**config.mk**
```make
export PLATFORM = sky130hd
export DESIGN_NAME = fp16_adder
export DESIGN_NICKNAME = d
export VERILOG_FILES = /design/src/rtl/fp16_pkg.sv /design/src/rtl/fp16_lzc.sv /design/src/rtl/fp16_adder.sv
export SDC_FILE = /design/constraint.sdc
export NUM_CORES = 1
export LEC_CHECK = 0
export BUFFER_PORTS_ARGS = -buffer_cell sky130_fd_sc_hd__buf_2
export CAP_MARGIN = 20
export CORE_MARGIN = 2
export CORE_UTILIZATION = 55
export CTS_BUF_LIST = sky130_fd_sc_hd__clkbuf_8
export DETAILED_ROUTE_END_ITERATION = 8
export GPL_TIMING_DRIVEN = 1
export HOLD_SLACK_MARGIN = 0.08
export PLACE_DENSITY = 0.74
export REMOVE_ABC_BUFFERS = 1
export SLEW_MARGIN = 20
export SYNTH_ARGS = -nofsm -noshare
export SYNTH_HDL_FRONTEND = slang
export SYNTH_SLANG_ARGS = --single-unit
export TNS_END_PERCENT = 100
```
**constraint.sdc**
```tcl
create_clock -name clk -period 1.1 [get_ports clk]
set_input_delay 0.165 -clock clk [delete_from_list [all_inputs] [get_ports clk]]
set_output_delay 0.165 -clock clk [all_outputs]
set_load 0.01 [all_outputs]
```
**src/rtl/fp16_pkg.sv**
```systemverilog
// Shared binary16 constants and the unpacked-operand type for the fp16 adder.
package fp16_pkg;
    localparam int EXP_WIDTH = 5;
    localparam int MAN_WIDTH = 10;
    localparam int BIAS      = 15;

    localparam logic [15:0] QNAN    = 16'h7E00;
    localparam logic [15:0] POS_INF = 16'h7C00;
    localparam logic [15:0] NEG_INF = 16'hFC00;

    // man carries the hidden bit in its MSB
    typedef struct packed {
        logic        sign;
        logic [4:0]  exp;
        logic [10:0] man;
    } fp16_unpacked_t;
endpackage

```
**src/rtl/fp16_lzc.sv**
```systemverilog
// 14-bit leading-zero counter; an all-zero input reports 14.
module fp16_lzc (
    input  logic [13:0] din,
    output logic [3:0]  cnt
);
    always_comb begin
        cnt = 4'd14;
        for (int i = 0; i < 14; i++) begin
            if (din[i]) cnt = 4'(13 - i);
        end
    end
endmodule

```
**src/rtl/fp16_adder.sv**
```systemverilog
// Single-stage IEEE-754 binary16 adder, round-to-nearest-even.
// Define FP16_ADD_DENORM_EN for subnormal support; otherwise flush-to-zero.
module fp16_adder
    import fp16_pkg::*;
#(
    parameter int DATA_WIDTH = 16,
    parameter int EXP_WIDTH  = 5,
    parameter int MAN_WIDTH  = 10
) (
    input  logic                  clk,
    input  logic                  rst_n,
    input  logic                  s_axis_a_tvalid,
    input  logic [DATA_WIDTH-1:0] s_axis_a_tdata,
    input  logic                  s_axis_b_tvalid,
    input  logic [DATA_WIDTH-1:0] s_axis_b_tdata,
    output logic                  m_axis_result_tvalid,
    output logic [DATA_WIDTH-1:0] m_axis_result_tdata
);
    function automatic fp16_unpacked_t unpack(input logic [15:0] x);
        fp16_unpacked_t u;
        u.sign = x[15];
        if (x[14:10] == 5'd0) begin
            u.exp = 5'd1;
`ifdef FP16_ADD_DENORM_EN
            u.man = {1'b0, x[9:0]};
`else
            u.man = 11'd0;
`endif
        end else begin
            u.exp = x[14:10];
            u.man = {1'b1, x[9:0]};
        end
        return u;
    endfunction

    logic                 fire;
    logic [EXP_WIDTH-1:0] a_exp, b_exp;
    logic [MAN_WIDTH-1:0] a_frac, b_frac;
    logic                 nan_a, nan_b, inf_a, inf_b;
    fp16_unpacked_t       ua, ub, ul, us;
    logic                 swap;
    logic [4:0]           d;
    logic [27:0]          align_tmp;
    logic [13:0]          large_al, small_al;
    logic [14:0]          sum;
    logic [3:0]           lz, sh;
    logic [13:0]          norm;
    logic [6:0]           exp_n, exp_r;
    logic                 round_up;
    logic [11:0]          man_r;
    logic [9:0]           frac;
    logic                 hidden, overflow, underflow;
    logic [15:0]          res;

    assign fire   = s_axis_a_tvalid & s_axis_b_tvalid;
    assign a_exp  = s_axis_a_tdata[DATA_WIDTH-2 -: EXP_WIDTH];
    assign b_exp  = s_axis_b_tdata[DATA_WIDTH-2 -: EXP_WIDTH];
    assign a_frac = s_axis_a_tdata[MAN_WIDTH-1:0];
    assign b_frac = s_axis_b_tdata[MAN_WIDTH-1:0];
    assign nan_a  = (&a_exp) & (|a_frac);
    assign nan_b  = (&b_exp) & (|b_frac);
    assign inf_a  = (&a_exp) & ~(|a_frac);
    assign inf_b  = (&b_exp) & ~(|b_frac);

    assign ua   = unpack(s_axis_a_tdata);
    assign ub   = unpack(s_axis_b_tdata);
    assign swap = {ub.exp, ub.man} > {ua.exp, ua.man};
    assign ul   = swap ? ub : ua;
    assign us   = swap ? ua : ub;
    assign d    = ul.exp - us.exp;

    // Smaller operand right-shifted with everything shifted out folded into sticky
    assign align_tmp = {us.man, 3'b000, 14'd0} >> d;
    assign small_al  = (d >= 5'd14) ? {13'd0, |us.man}
                                    : {align_tmp[27:15], align_tmp[14] | (|align_tmp[13:0])};
    assign large_al  = {ul.man, 3'b000};
    assign sum = (ul.sign ^ us.sign) ? ({1'b0, large_al} - {1'b0, small_al})
                                     : ({1'b0, large_al} + {1'b0, small_al});

    fp16_lzc u_lzc (
        .din (sum[13:0]),
        .cnt (lz)
    );

`ifdef FP16_ADD_DENORM_EN
    logic [4:0] lim;
    assign lim = ul.exp - 5'd1;
    assign sh  = ({1'b0, lz} > lim) ? lim[3:0] : lz;
`else
    assign sh  = lz;
`endif

    always_comb begin
        if (sum[14]) begin
            norm  = {sum[14:2], sum[1] | sum[0]};
            exp_n = {2'b00, ul.exp} + 7'd1;
        end else begin
            norm  = sum[13:0] << sh;
            exp_n = {2'b00, ul.exp} - {3'b000, sh};
        end
    end

    assign round_up  = norm[2] & (norm[1] | norm[0] | norm[3]);
    assign man_r     = {1'b0, norm[13:3]} + {11'd0, round_up};
    assign exp_r     = exp_n + {6'd0, man_r[11]};
    assign frac      = man_r[11] ? man_r[10:1] : man_r[9:0];
    assign hidden    = man_r[11] | man_r[10];
    // exp_r is a 7-bit two's-complement value; bit 6 marks a negative exponent
    assign overflow  = ~exp_r[6] & (exp_r >= 7'd31);
    assign underflow = exp_r[6] | (exp_r == 7'd0);

    always_comb begin
        res = {ul.sign, hidden ? exp_r[4:0] : 5'd0, frac};
        if (nan_a | nan_b | (inf_a & inf_b & (s_axis_a_tdata[15] ^ s_axis_b_tdata[15])))
            res = QNAN;
        else if (inf_a)
            res = s_axis_a_tdata;
        else if (inf_b)
            res = s_axis_b_tdata;
        else if (sum == 15'd0)
            res = {ua.sign & ub.sign, 15'd0};
        else if (overflow)
            res = ul.sign ? NEG_INF : POS_INF;
`ifndef FP16_ADD_DENORM_EN
        else if (underflow)
            res = {ul.sign, 15'd0};
`endif
    end

    always_ff @(posedge clk or negedge rst_n) begin
        if (!rst_n) begin
            m_axis_result_tvalid <= 1'b0;
            m_axis_result_tdata  <= '0;
        end else begin
            m_axis_result_tvalid <= fire;
            if (fire) m_axis_result_tdata <= res;
        end
    end

`ifdef FP16_ADD_DENORM_EN
    logic unused_ok;
    assign unused_ok = underflow;
`endif
endmodule

```
==> results of run 1 <==
logic make-up after synthesis:
kind of cell / count (synthesis) / synth area share (%)
muxes: 45 / 7.38
DFF: 17 / 6.44
buffers and inverters: 104 / 6.80
and+or+nand+nor: 359 / 29.5
AOI/OAI and AO/OA: 315 / 37.0
adders and majority gates: 51 / 9.87
xor gates and xnor gates: 23 / 3.05
metal layers:
layer / overflow / track usage (%)
met5: 0 / 9.80
met4: 21 / 78.0
met3: 0 / 48.6
met2: 29 / 95.5
met1: 0 / 71.3
synth_stat cells (6+ instances only):
library cell  number  area [um^2]
mux2_2             9          101
o22ai_1            9         56.3
nor3_1            25          125
o21ai_1            8         40.0
a21oi_1           58          290
or3_1              7         43.8
nor4_1             9         56.3
o21ai_0           56          280
a211o_1            9         78.8
o211ai_1          10         75.1
a21o_1            17          128
and2_1            17          106
ha_1              48          601
nor2_1            75          282
xnor2_1           15          131
a31oi_1           14         87.6
xor2_1             8         70.1
and3_1            14         87.6
nand2b_1          11         68.8
clkbuf_1          32          120
mux2i_1           32          320
o21bai_1          10         75.1
dfrtp_1           17          425
o21a_1             9         67.6
nand4_1            9         56.3
or4_1              8         60.1
a221o_1            7         70.1
inv_1             50          188
nand2_1           99          372
a211oi_1          16          120
buf_2              6         30.0
nand3_1           29          145
metrics by stage:
step                      area (um^2)  setup slack, ns  TNS [ns]  hold WS (ns)  cells
after floorplan                  6360           -10.49   -162.71        -0.131    864
after global placement           9450            -9.46   -148.33        0.0855   1413
after detailed placement         9450            -9.78   -153.49        0.0867   1413
after CTS                       10400            -8.85   -136.94         0.329   1472
what timing repair did:
action,CTS
setup endpoints to repair,16
hold buffers,1
pin swaps,53
setup buffers,54
gates cloned,2
hold endpoints to repair,17
gates resized for setup,104
==> metrics.cfg, run 1 <==
[clock_network]
clockBufferDepth=2
htreeDepth=1
clock-root-buffer=clkbuf_8
cts_inserted_buffers=3
clock-sinks=17

[logic_synthesis]
syn_avg_cell_area_um2=7.23
ys_seq_area_share_pct=6.44
netlist_instances=914
synth_edf_count=0
syn_area_um2=6610
synth-seq-cells=17
synth.distinct_cells=119
ys_async_sr_fraction_pct=100
yosys_warnings=0
synth_ff_type=dfrtp_1

[global_route]
grt_usage_pct=72.5
grt_max_degree=31
grt-ovfl-total=50

[die]
die-width_um=114
rows=40
io_pins=53
start_util_pct=55.7
die_h_um=114

[placement]
port_buffers=52
hpwl_um=21300
gp_congestion=0.987

[sta]
worst-ep-kind=sequential cell input
worst_endpoint=m_axis_result_tdata[0]$_DFFE_PN0P_/D

[outcome]
lastStage=global routing (5_1_grt)
error=[ERROR GRT-0232] Routing congestion too high. Check the congestion heatmap in the GUI.
status=did not finish

==> run 2, diff against run 1 <==
CORE_UTILIZATION = 40   (was 55)
CTS_BUF_LIST = unset   (was sky130_fd_sc_hd__clkbuf_8)
HOLD_SLACK_MARGIN = unset   (was 0.08)
PLACE_DENSITY = unset   (was 0.74)
PLACE_DENSITY_LB_ADDON = 0.15   (was unset)
==> metrics.cfg, run 2 <==
[global_route]
grt_max_degree=31
grt_pass1_wl_um=42700
grt_usage_pct=29.3
grt_pass1_vias=8497
antenna_found_initial=0
grt-ovfl-total=0

[pwr]
peakVddDrop_mv=1.33
p_switching_w=0.0104
comb_power_share_pct=92.2
totalPowerFinal_w=0.0219
leakage_nw=5.34
p_sw_share_pct=47.4
seqPwrFrac_pct=4.6
p_per_area_nw_per_um2=1940
p_int_w=0.0115
clock_power_share_pct=3.3

[final_layout]
area_delta_synth_final_pct=70.7
instances_no_fill=1584
nFillCells=1318
nets=1455
mostFrequentLayoutCell=buf_4
regMostFlops=m_axis_result_tdata
utilization_pct=70.5
largest_register_ffs=16
layout_common_cells=430 x buf_4, 94 x nand2_1, 70 x nor2_1
reg_top3=m_axis_result_tdata: 16 flops, m_axis_result_tvalid: 1 flops
drive_above_1_share_pct=51.3
n_antenna_cell=0

[sta]
worst_slack_ns=-9.46
rsz0062_at_grt=yes
hold_violations=0
fmax_ghz=0.0947
period_share_pct=960
slew_headroom_pct=56.4
maxSlewViolCount=0
clock-skew-final_ns=0
setup_violations=16
fin_crit_ns=10.56
max_slew.worst_pin.slew_ns=0.648

[drt]
routed_wl_um=28500
firstDrtPassIters=7
avgViaCountPerCell=5.81
ant_nets=0
num_vias=9197
post-route-drc-count=0
routedWlPerCell_um=18.0
drt_iter0_drc=749

[logic_synthesis]
muxShareOfSynthArea_pct=7.38  ; unchanged
yosysTopAreaCell=ha_1
synth_edf_count=0  ; unchanged
synth_ff_type=dfrtp_1
ys_async_sr_fraction_pct=100  ; unchanged
synth.distinct_cells=119  ; unchanged
yosys_warnings=0  ; unchanged
synth-seq-cells=17  ; unchanged
yosysMostFrequentCell=nand2_1
yosys-top-cells-count=99 x nand2_1, 75 x nor2_1, 58 x a21oi_1
netlist_instances=914  ; unchanged
synth_top_family_by_area=compound AO/OA/AOI/OAI gates
ys_seq_area_share_pct=6.44  ; unchanged
syn_area_um2=6610  ; unchanged
synthSimpleGateAreaFrac_pct=29.5  ; unchanged
synthAdderAreaFrac_pct=9.87  ; unchanged
synthTopCellsByArea=ha_1 9.1%, dfrtp_1 6.4%, nand2_1 5.6%
syn_avg_cell_area_um2=7.23  ; unchanged
synth_top_area_share_pct=9.09  ; unchanged
synth_compound_area_share_pct=37.0  ; unchanged
synth-xor-area-share_pct=3.05  ; unchanged

[die]
die_h_um=133  ; +17%
start_util_pct=41.3  ; -14 points
core_um2=16000
dieArea_um2=17600
io_pins=53  ; unchanged
rows=46  ; +15%
die-width_um=133  ; +17%

[critical_path]
crit_path_frequent_cell=buf_4
critical_path.startpoint_type=input port
rrSetupSlack_ns=0.29
end_kind=register
arrival_ns=10.69
worst-setup-path-type=input port to register
cp_slowest_cell=or4_4
reg2reg_to=m_axis_result_tdata[7]$_DFFE_PN0P_
r2r_cells=1
max_stage_delay_ns=0.55
reg2reg_from=m_axis_result_tdata[7]$_DFFE_PN0P_
critPathRequiredTime_ns=1.22
path_max_fanout=8

[outcome]
status=finished, violations left
violations=setup timing

[min_path]
hold_class=input port to register
hp-start=s_axis_a_tdata[15]
hold_depth=4
hold_end=m_axis_result_tdata[15]$_DFFE_PN0P_

[clock_network]
clockBufferDepth=2  ; unchanged
cts_tree=built
clock-root-buffer=clkbuf_16
clock_latency_ns=0.24
clock-sinks=17  ; unchanged
cts_inserted_buffers=3  ; unchanged
htreeDepth=1  ; unchanged
clkTransAtPathRegs_ns=0.05

[placement]
gp_congestion=1.00  ; +1.3%
hpwl_um=21300  ; +0.12%
place_inst=1513  ; +7.1%
port_buffers=52  ; unchanged

[run]
drv_cap=0

## run 2: area by class of cell
cell class                 instances  area (um^2)  share of cell area (%)
multi-input combinational        793         6520                    57.8
tap                              216          270                    2.40
timing repair buffer             500         3770                    33.5
inverter                          54          209                    1.85
sequential                        17          425                    3.77
clock buffer                       4         78.8                   0.699
## run 2: cells by family (layout without fill, tap and decap cells)
group / count (synthesis) / in the layout
AOI/OAI and AO/OA: 315 / 315
xor gates and xnor gates: 23 / 23
adders and majority gates: 51 / 51
buffers and inverters: 104 / 558
DFF: 17 / 17
muxes: 45 / 45
and+or+nand+nor: 359 / 359
## run 2: critical path: cells and delay by family
kind / cells / cell delay (ns)
adder cells (fa/ha/maj): 3 / 0.84
AO/OA/AOI/OAI: 13 / 3.37
XOR/XNOR: 1 / 0.17
AND/OR/NAND/NOR: 15 / 2.35
multiplexers: 4 / 0.77
buffers and inverters: 25 / 3.01
## run 2: per-layer routing
metal	share of wire (%)	wire length, um	up-vias	track usage, %
li1	-	-	4358	-
met1	42	12100	4309	39.3
met2	46	13200	428	49.3
met3	7.4	2120	102	3.91
met4	3.8	1070	0	8.00
met5	0	0	-	0
## run 2: what timing repair did
item                                    4_1_cts  5_1_grt
pin swaps                                    35       83
hold endpoints to repair                     17        0
gates resized for setup                      83      108
hold buffers                                  1        0
endpoints found under the setup margin       16       16
gates cloned                                  2        0
setup buffers                                34       31
## run 2: worst max-delay path by stage
| stage | endpoint | slack (ns) | start | cells after the start |
|---|---|---|---|---|
| after floorplan | m_axis_result_tdata[2]$_DFFE_PN0P_ | -10.49 | s_axis_b_tdata[11] | 48 |
| after global placement | m_axis_result_tdata[2]$_DFFE_PN0P_ | -9.62 | s_axis_b_tdata[12] | 52 |
| after detailed placement | m_axis_result_tdata[2]$_DFFE_PN0P_ | -9.89 | s_axis_b_tdata[11] | 53 |
| after CTS | m_axis_result_tdata[2]$_DFFE_PN0P_ | -9.10 | s_axis_b_tdata[11] | 54 |
| after global routing | m_axis_result_tdata[2]$_DFFE_PN0P_ | -9.72 | s_axis_b_tdata[11] | 58 |
| final | m_axis_result_tdata[7]$_DFFE_PN0P_ | -9.46 | s_axis_b_tdata[11] | 61 |
## run 2: power groups by stage
stage,Combinational [W],Sequential (W),Clock (W)
global route,0.0215,0.00103,0.000751
detailed placement,0.0167,0.00101,0
CTS,0.0181,0.00100,0.000714
finish,0.0202,0.00100,0.000711
global placement,0.0167,0.000995,0
floorplan,0.00890,0.00113,0
## run 2: metrics by stage
stage | hold WS (ns) | TNS [ns] | worst slack, ns | cell area (um^2)
floorplan | -0.131 | -162.71 | -10.49 | 6360
global placement | 0.0887 | -151.27 | -9.62 | 9780
detailed placement | 0.0921 | -155.26 | -9.89 | 9780
CTS | 0.335 | -142.57 | -9.10 | 10500
global route | 0.375 | -152.44 | -9.72 | 11300
finish | 0.333 | -148.20 | -9.46 | 11300
Power figures use the tool's default switching activity.
==> run 3, diff against run 2 <==
CTS_BUF_LIST = sky130_fd_sc_hd__clkbuf_4   (was unset)
SKIP_LAST_GASP = 1   (was unset)
==> metrics.cfg, run 3 (synthesis gave the netlist of run 2 again) <==
[final_layout]
multiInputGateArea_um2=6510  ; -0.23%
drive_above_1_share_pct=51.0  ; -0.37 points
nets=1455  ; unchanged
largest_register_ffs=16  ; unchanged
reg_top3=m_axis_result_tdata: 16 flops, m_axis_result_tvalid: 1 flops
instances_no_fill=1584  ; unchanged
layout_common_cells=428 x buf_4, 96 x nand2_1, 69 x nor2_1
mostFrequentLayoutCell=buf_4
seqCellArea_um2=425  ; unchanged
nFillCells=1328  ; +0.76%
area_delta_synth_final_pct=69.7
n_antenna_cell=0  ; unchanged
regMostFlops=m_axis_result_tdata
design_area_um2=11200  ; -0.58%

[sta]
setup_violations=16  ; unchanged
fin_crit_ns=10.39  ; -0.179 ns
period_share_pct=944  ; -16 points
tns_ns=-145.52  ; +2.68 ns
slew_headroom_pct=51.9  ; -4.5 points
maxSlewViolCount=0  ; unchanged
fmax_ghz=0.0963  ; +1.7%
rsz0062_at_grt=yes
worst_slack_ns=-9.29  ; +0.179 ns
hold_violations=0  ; unchanged
max_slew.worst_pin.slew_ns=0.714  ; +0.0661 ns
clock-skew-final_ns=0  ; unchanged

[critical_path]
end_kind=register
critPathBufInv=23  ; -8.0%
reg2reg_from=m_axis_result_tdata[1]$_DFFE_PN0P_
max_stage_delay_ns=0.55  ; about the same
path_max_fanout=8  ; unchanged
r2r_cells=1  ; unchanged
reg2reg_to=m_axis_result_tdata[1]$_DFFE_PN0P_
path_delay_family=buffers and inverters
critPathRequiredTime_ns=1.32  ; +0.10 ns
worst-setup-path-type=input port to register
arrival_ns=10.61  ; -0.08 ns
crit_path_frequent_cell=buf_4
cp_slowest_cell=or4_4
critical_path.startpoint_type=input port
rrSetupSlack_ns=0.28  ; about the same

[pwr]
leakage_nw=5.31  ; -0.47%
p_per_area_nw_per_um2=1920  ; -0.92%
peakVddDrop_mv=1.12  ; -16%
totalPowerFinal_w=0.0215  ; -1.5%

[global_route]
grt-ovfl-total=0  ; unchanged
antenna_found_initial=0  ; unchanged
grt_pass1_wl_um=42300  ; -1.1%
grt_pass1_vias=8399  ; -1.2%
grt_usage_pct=29.0  ; -0.34 points
grt_max_degree=31  ; unchanged

[clock_network]
clockBufferDepth=2  ; unchanged
clock-root-buffer=clkbuf_4
clock-sinks=17  ; unchanged
cts_tree=built
clock_latency_ns=0.27  ; +0.03 ns
clkTransAtPathRegs_ns=0.09  ; +0.04 ns
htreeDepth=1  ; unchanged
cts_inserted_buffers=3  ; unchanged

[drt]
post-route-drc-count=0  ; unchanged
routedWlPerCell_um=17.7  ; -1.4%
firstDrtPassIters=6  ; -1
drt_iter0_drc=755  ; +0.80%
num_vias=9065  ; -1.4%
ant_nets=0  ; unchanged
avgViaCountPerCell=5.72  ; -1.4%
routed_wl_um=28100  ; -1.4%

[min_path]
hold_class=input port to register
hp-start=s_axis_a_tdata[15]
hold_depth=4  ; unchanged
hold_end=m_axis_result_tdata[15]$_DFFE_PN0P_

[placement]
port_buffers=52  ; unchanged
postPlaceCellArea_um2=9780  ; unchanged
dp_slack_ns=-9.89  ; unchanged
hpwl_um=21300  ; unchanged
place_inst=1513  ; unchanged
gp_congestion=1.00  ; unchanged

[die]
dieArea_um2=17600  ; unchanged
core_um2=16000  ; unchanged
start_util_pct=41.3  ; unchanged
rows=46  ; unchanged
die-width_um=133  ; unchanged
die_h_um=133  ; unchanged
io_pins=53  ; unchanged

[run]
drv_cap=0  ; unchanged

[outcome]
status=finished, violations left
violations=setup timing

==> run 3: timing repair <==
action	4_1_cts	5_1_grt
resized for setup	80	109
endpoints found under the setup margin	16	16
hold buffers	1	0
gates cloned	2	0
hold endpoints to repair	17	0
buffers inserted	31	33
pin swaps	35	78
==> run 3: worst max-delay path by stage <==
stage,startpoint,endpoint,depth (start not counted)
2_1_floorplan,s_axis_b_tdata[11],m_axis_result_tdata[2]$_DFFE_PN0P_,48
3_3_place_gp,s_axis_b_tdata[12],m_axis_result_tdata[2]$_DFFE_PN0P_,52
3_5_place_dp,s_axis_b_tdata[11],m_axis_result_tdata[2]$_DFFE_PN0P_,53
4_1_cts,s_axis_b_tdata[11],m_axis_result_tdata[2]$_DFFE_PN0P_,54
5_1_grt,s_axis_b_tdata[11],m_axis_result_tdata[2]$_DFFE_PN0P_,55
6_report,s_axis_b_tdata[11],m_axis_result_tdata[2]$_DFFE_PN0P_,58
==> run 3: power breakdown <==
group	switching (W)	internal, W
combinational	0.0101	0.0101
sequential	0.000120	0.000874
clock	0.000176	0.000165
==> run 3: layout make-up <==
class	instances	share of cell area (%)
repair buffers	500	33.6
flip-flops and latches	17	3.79
inverters	54	1.86
multi-input cells	793	58.0
clock buffers	4	0.268
well taps	216	2.41
==> run 3: per-layer routing <==
metal  up-vias  wire length (um)  part of all wire, %  track usage, %
li1       4357                 -                    -               -
met1      4216             12100                   43            39.1
met2       405             13100                   47            48.7
met3        87              2120                  7.5            3.75
met4         0               818                  2.9            7.53
met5         -                 0                    0               0
==> run 3: stage by stage <==
stage | hold slack [ns] | util [%]
after floorplan | -0.131 | -
after global placement | 0.0887 | 61.1
after detailed placement | 0.0921 | 61.1
after CTS | 0.291 | 65.2
after global routing | 0.323 | 70.1
final | 0.280 | 70.1
